`config.mk`:
```
export PLATFORM = sky130hd
export DESIGN_NAME = contador_primos_pares
export DESIGN_NICKNAME = d
export VERILOG_FILES = /design/src/rtl/contador_primos_pares.sv
export SDC_FILE = /design/constraint.sdc
export NUM_CORES = 1
export LEC_CHECK = 0
export CELL_PAD_IN_SITES_DETAIL_PLACEMENT = 0
export CELL_PAD_IN_SITES_GLOBAL_PLACEMENT = 2
export CORE_ASPECT_RATIO = 1.1
export CORE_MARGIN = 2
export CORE_UTILIZATION = 33
export CTS_BUF_LIST = sky130_fd_sc_hd__clkbuf_4 sky130_fd_sc_hd__clkbuf_8 sky130_fd_sc_hd__clkbuf_16
export DETAILED_ROUTE_END_ITERATION = 10
export PLACE_DENSITY_LB_ADDON = 0.1
export SLEW_MARGIN = 20
export SYNTH_ARGS = -nofsm -noshare
export SYNTH_HDL_FRONTEND = slang
export SYNTH_SLANG_ARGS = --single-unit
```
`constraint.sdc`:
```
create_clock -name CLK -period 1.65 [get_ports CLK]
set_input_delay 0.2475 -clock CLK [delete_from_list [all_inputs] [get_ports CLK]]
set_output_delay 0.2475 -clock CLK [all_outputs]
set_load 0.02 [all_outputs]
```
`src/rtl/contador_primos_pares.sv`:
```
// Window statistics stage behind the PRIMOS_PARES classifier.
// Ports: CLK, RST_N, START, SAMPLE, D..A, PRIMOS, PARES in; CNT_*, ULT_PRIMO, BUSY, DONE out.
module contador_primos_pares #(
  parameter int WINDOW = 16,
  parameter int CW     = 5
) (
  input  logic          CLK,
  input  logic          RST_N,
  input  logic          START,
  input  logic          SAMPLE,
  input  logic          D,
  input  logic          C,
  input  logic          B,
  input  logic          A,
  input  logic          PRIMOS,
  input  logic          PARES,
  output logic [CW-1:0] CNT_PRIMOS,
  output logic [CW-1:0] CNT_PARES,
  output logic [CW-1:0] CNT_AMBOS,
  output logic [3:0]    ULT_PRIMO,
  output logic          BUSY,
  output logic          DONE
);

  typedef enum logic [1:0] {
    IDLE = 2'd0,
    RUN  = 2'd1,
    FIN  = 2'd2
  } state_t;

  state_t st, st_nx;

  logic          clr;
  logic          acc;
  logic          last;
  logic [3:0]    code;

  logic [CW-1:0] n_q, pri_q, par_q, amb_q;
  logic [3:0]    ult_q;
  logic [CW-1:0] n_nx, pri_nx, par_nx, amb_nx;
  logic [3:0]    ult_nx;

  assign code   = {D, C, B, A};
  assign n_nx   = n_q + CW'(1);
  assign pri_nx = pri_q + CW'(PRIMOS);
  assign par_nx = par_q + CW'(PARES);
  assign amb_nx = amb_q + CW'(PRIMOS & PARES);
  assign ult_nx = PRIMOS ? code : ult_q;
  assign last   = (n_nx == CW'(WINDOW));

  always_comb begin
    st_nx = st;
    clr   = 1'b0;
    acc   = 1'b0;
    unique case (st)
      IDLE: begin
        if (START) begin
          clr   = 1'b1;
          st_nx = RUN;
        end
      end
      RUN: begin
        if (START) begin
          clr = 1'b1;
        end else if (SAMPLE) begin
          acc = 1'b1;
          if (last) st_nx = FIN;
        end
      end
      FIN: begin
        if (START) begin
          clr   = 1'b1;
          st_nx = RUN;
        end else begin
          st_nx = IDLE;
        end
      end
      default: st_nx = IDLE;
    endcase
  end

  always_ff @(posedge CLK or negedge RST_N) begin
    if (!RST_N) begin
      st   <= IDLE;
      BUSY <= 1'b0;
      DONE <= 1'b0;
    end else begin
      st   <= st_nx;
      BUSY <= (st_nx == RUN);
      DONE <= (st_nx == FIN);
    end
  end

  always_ff @(posedge CLK or negedge RST_N) begin
    if (!RST_N) begin
      n_q   <= '0;
      pri_q <= '0;
      par_q <= '0;
      amb_q <= '0;
      ult_q <= '0;
    end else if (clr) begin
      n_q   <= '0;
      pri_q <= '0;
      par_q <= '0;
      amb_q <= '0;
      ult_q <= '0;
    end else if (acc) begin
      n_q   <= n_nx;
      pri_q <= pri_nx;
      par_q <= par_nx;
      amb_q <= amb_nx;
      ult_q <= ult_nx;
    end
  end

  // Results take the working values including the closing sample.
  always_ff @(posedge CLK or negedge RST_N) begin
    if (!RST_N) begin
      CNT_PRIMOS <= '0;
      CNT_PARES  <= '0;
      CNT_AMBOS  <= '0;
      ULT_PRIMO  <= '0;
    end else if (acc && last) begin
      CNT_PRIMOS <= pri_nx;
      CNT_PARES  <= par_nx;
      CNT_AMBOS  <= amb_nx;
      ULT_PRIMO  <= ult_nx;
    end
  end

endmodule

```
Word level (Yosys, flattened, before mapping)
Cells that the tools add are included.
- bits in registers: 47
- logic and storage cells: 48
- output and inout port bits: 21
- eq/ne operators: 5
- add/subtract/negate cells: 4
- reduce and logical (&&, ||, !) cells: 4
- bitwise operators: 1
- mux-type cells: 22
- operator list (kind ; number):
    2-to-1 mux 5 bit ; 8
    adder 5 x 1 -> 5 bit ; 3
    2-to-1 mux 4 bit ; 3
    2-to-1 mux 2 bit ; 4
    2-to-1 mux 1 bit ; 6
    case mux 2 bit (3 select lines) ; 1
    adder 5 x 1 -> 5 bit, second input constant ; 1
    equality test 5 bit, second input constant ; 1
    equality test 2 x 1 -> 1 bit, second input constant ; 2
    equality test 2 bit, second input constant ; 2
    OR reduction 3 bit ; 1
    logical NOT 2 bit ; 1
    nonzero test 2 bit ; 1
    AND 1 bit ; 1
    logical AND 1 bit ; 1

Depth between registers and ports, before layout
- word-level depth: 7
- mapped depth: 7
- gate-level depth less buffers: 6

Worst setup path before layout
Ideal clock, no wire load.
- kind: register to register
- start point: reg st[1]
- end point: reg CNT_AMBOS[4]
- cell stages (with the launch flop): 6
- setup slack: -0.079 ns
- clock period less this slack: 1.729 ns
- arrival time: 1.602 ns
- buffers on the path: 2
- cells stage by stage: dfrtp_1 > nand4bb_1 > buf_2 > nor3_4 > buf_6 > mux2_1
- word-level cells in the longest chain between the ends: 3
- ends and longest elaborated chain (what ; line ; text):
    start: declaration ; 31 ; state_t st, st_nx;
    start signal: assignment ; 88 ; st <= st_nx;
    equality test 2 x 1 -> 1 bit ; 55 ; unique case (st)
    2-to-1 mux 1 bit ; 55 ;
    logical AND 1 bit ; 123 ; end else if (acc && last) begin
    end signal: assignment ; 126 ; CNT_AMBOS <= amb_nx;
    end: declaration ; 19 ; output logic [CW-1:0] CNT_AMBOS,
No other way between the ends.
A chain may end at the register's enable or synchronous reset.

Worst setup path in the final report
- start point: reg n_q[4]
- end point: reg CNT_AMBOS[1]
- word-level cells in the longest chain between the ends: 3
- ends and longest elaborated chain (what ; line ; text):
    start: declaration ; 38 ; logic [CW-1:0] n_q, pri_q, par_q, amb_q;
    start signal: assignment ; 108 ; n_q <= n_nx;
    adder 5 x 1 -> 5 bit ; 44 ; assign n_nx = n_q + CW'(1);
    equality test 5 bit ; 49 ; assign last = (n_nx == CW'(WINDOW));
    logical AND 1 bit ; 123 ;
No other way between the ends.

==> flow_metrics.py <==
metrics = {
    "sta": {
        "fin_setup_tns_ns": -0.0872,
        "setup_viol": 11,
        "layout_worst_path_cycle_share_pct": 101,
        "max_freq_mhz": 601,
        "setup_slack_ns": -0.0136,
        "maxSlewHeadroom_pct": 70.0,
        "rsz0062_at_grt": "true",
        "slew_violations": 0,
        "finalHoldViolations": 0,
        "period_needed_ns": 1.66,
        "worstMarginPinSlew_ns": 0.449,
        "whs_ns": 0.411,
        "clock_skew_ns": 0.0108,
    },
    "route": {
        "route.detailed.drc": 0,
        "ant_nets": 0,
        "vias": 1514,
        "vias_per_cell": 5.01,
        "routed_wl_um": 4580,
        "wire_per_inst_um": 15.2,
        "firstDrtPassIters": 4,
        "drtIter0Drc": 49,
    },
    "die": {
        "dieHeight_um": 87.4,
        "fp.dieW_um": 79.8,
        "start_util_pct": 33.9,
        "die-area_um2": 6980,
        "io_pins": 31,
        "std_cell_rows": 30,
        "core_um2": 6160,
    },
    "synth": {
        "netlist_area_um2": 2090,
        "yosysMostFrequentCell": "dfrtp_1",
        "synth_top_area_share_pct": 56.3,
        "seq_area_frac_synth_pct": 56.3,
        "ys_ff_latch": 47,
        "synth_top_flop_cell": "dfrtp_1",
        "synth_nets": 181,
        "yosysWarnings": 0,
        "ys_types": 31,
        "yosysTopAreaCell": "dfrtp_1",
        "synthArstFlopShare_pct": 100,
        "synthCells": 164,
        "syn_avg_cell_area_um2": 12.7,
        "synth_edf_count": 0,
        "netlist_top_cells_area": "dfrtp_1 (56%), mux2_2 (7.0%), a22o_1 (5.5%)",
        "yosys-top-cells-count": "dfrtp_1 (47), a22o_1 (13), mux2_2 (13), o21ai_0 (12), nand2_1 (11)",
    },
    "worst_setup_path": {
        "rr_worst_depth": 6,
        "r2r_slack_ns": -0.01,
        "path_class": "reg -> reg",
        "endpoint": "CNT_AMBOS[1]",
        "cp-start-kind": "flop",
        "cp-end-kind": "flop",
        "worstReg2RegEnd": "CNT_AMBOS[1]",
        "required_ns": 1.84,
        "cp-startpoint": "n_q[4]",
        "r2r_start": "n_q[4]",
        "arrival_ns": 1.85,
        "path_max_fanout": 5,
    },
    "final_layout": {
        "drive_above_1_share_pct": 23.9,
        "antenna_cells": 0,
        "layout.nets": 238,
        "area_growth_pct": 34.3,
    },
    "global_routing": {
        "grt_overflow_total": 0,
        "first_global_vias": 1567,
        "grt_pass1_wl_um": 7420,
        "grt_max_degree": 30,
        "antenna_found_initial": 0,
        "track_usage_pct": 14.0,
    },
    "placed_design": {
        "place.port_buffers": 30,
        "routabilityCongestion": 0.760,
        "hpwl_um": 3150,
    },
    "power_and_ir_drop": {
        "cellPowerDensity_nw_per_um2": 734,
        "leakage_nw": 1.33,
        "power_mw": 2.06,
        "ir_drop_mv": 0.286,
    },
    "clock_tree": {
        "cts_tree": "yes",
        "cts_max_path_buffers": 2,
        "clk_transition_reported_paths_ns": 0.09,
        "htreeDepth": 2,
        "clock_sinks": 47,
        "clk_latency_ns": 0.31,
        "numCtsBuffers": 5,
        "cts-root-buf": "clkbuf_8",
    },
    "run_status": {
        "status": "finished with violations",
        "failed_checks": "negative setup slack",
    },
    "hold_path": {
        "hp-class": "in -> async",
    },
    "flow_run": {
        "cap_violations": 0,
    },
}
## power breakdown
group	switching [mW]	leakage (nW)	internal, mW
clock	0.398	0.0446	0.313
combinational	0.0858	0.647	0.0793
sequential	0.0140	0.641	1.17
total	0.498	1.33	1.56
## through the flow
step / worst slack, ns / instances / cell area [um^2] / utilization (%)
floorplan: -0.0501 / 164 / 2090 / -
global placement: -0.328 / 288 / 2640 / 42.8
detailed placement: -0.356 / 288 / 2640 / 42.8
CTS: -0.0242 / 299 / 2760 / 44.8
global route: -0.0839 / 302 / 2800 / 45.5
finish: -0.0136 / 302 / 2800 / 45.5
## worst min-delay path by stage
stage / slack [ns] / endpoint / depth (start not counted)
after floorplan: -0.05 / BUSY / 0
after global placement: 0.22 / CNT_PRIMOS[3] / 1
after detailed placement: 0.23 / CNT_PRIMOS[2] / 1
after CTS: 0.43 / par_q[2] / 2
after global routing: 0.44 / CNT_PRIMOS[2] / 2
final: 0.41 / par_q[2] / 2
## routing by layer
| layer | vias to the layer above | share of wire [%] | GRT usage, % | wire length, um |
|---|---|---|---|---|
| met2 | 27 | 50 | 23.9 | 2290 |
| met3 | 6 | 3.4 | 3.73 | 155 |
| met5 | - | 0 | 0 | 0 |
| li1 | 714 | - | - | - |
| met4 | 0 | 1.4 | 4.62 | 62 |
| met1 | 767 | 45 | 17.2 | 2070 |
## cells by family (layout without fill, tap and decap cells)
| group | count (synthesis) | after routing | synth area share, % |
|---|---|---|---|
| compound gates | 34 | 34 | 11.9 |
| xor+xnor | 10 | 10 | 4.19 |
| fa+ha+maj | 7 | 7 | 4.19 |
| buf+inv | 7 | 65 | 1.68 |
| flops | 47 | 47 | 56.3 |
| mux | 23 | 23 | 12.4 |
| simple gates | 36 | 36 | 9.29 |
## cell usage in the layout (no fill, tap or decap), types with 2 or more instances in the layout
cell | synthesis | layout
clkbuf_8 | 0 | 5
mux2_2 | 13 | 13
buf_4 | 0 | 19
nor3_1 | 3 | 2
mux2_1 | 10 | 9
xnor2_1 | 6 | 6
nand3_1 | 8 | 8
nand2_1 | 11 | 10
xor2_1 | 4 | 4
dfrtp_1 | 47 | 47
buf_6 | 1 | 2
nor2_1 | 5 | 5
o21ai_0 | 12 | 12
buf_12 | 0 | 3
a22o_1 | 13 | 13
ha_1 | 7 | 6
clkdlybuf4s50_1 | 0 | 28
a32o_1 | 4 | 4
## registers in the layout, indices dropped and copies added (netlist names)
register,count
CNT_AMBOS,5
CNT_PARES,5
CNT_PRIMOS,5
amb_q,5
n_q,5
par_q,5
pri_q,5
ULT_PRIMO,4
ult_q,4
st,2
BUSY,1
DONE,1
## repair_timing
| action | in CTS | in global routing |
|---|---|---|
| hold buffers | 1 | 0 |
| gates cloned | 0 | 2 |
| setup endpoints to repair | 15 | 19 |
| setup buffers | 2 | 1 |
| hold endpoints to repair | 18 | 0 |
| resized for setup | 3 | 7 |
| pin swaps | 0 | 1 |
## cell type report
cell class | count | area, um^2
flip-flops and latches | 47 | 1180
clock buffers | 6 | 76.3
multi-input cells | 110 | 891
repair buffers | 56 | 544
clock inverters | 2 | 12.5
fillers | 598 | 3350
inverters | 1 | 3.75
well taps | 80 | 100
## critical path, stage by stage (launching register included)
cell and delay [ns]:
dfrtp_1 0.41, and4b_1 0.28, a21oi_2 0.06, nor3_4 0.20, buf_12 0.15, buf_8 0.12
mux2_2 0.33
Note: power is estimated with default switching activity, not from simulation.
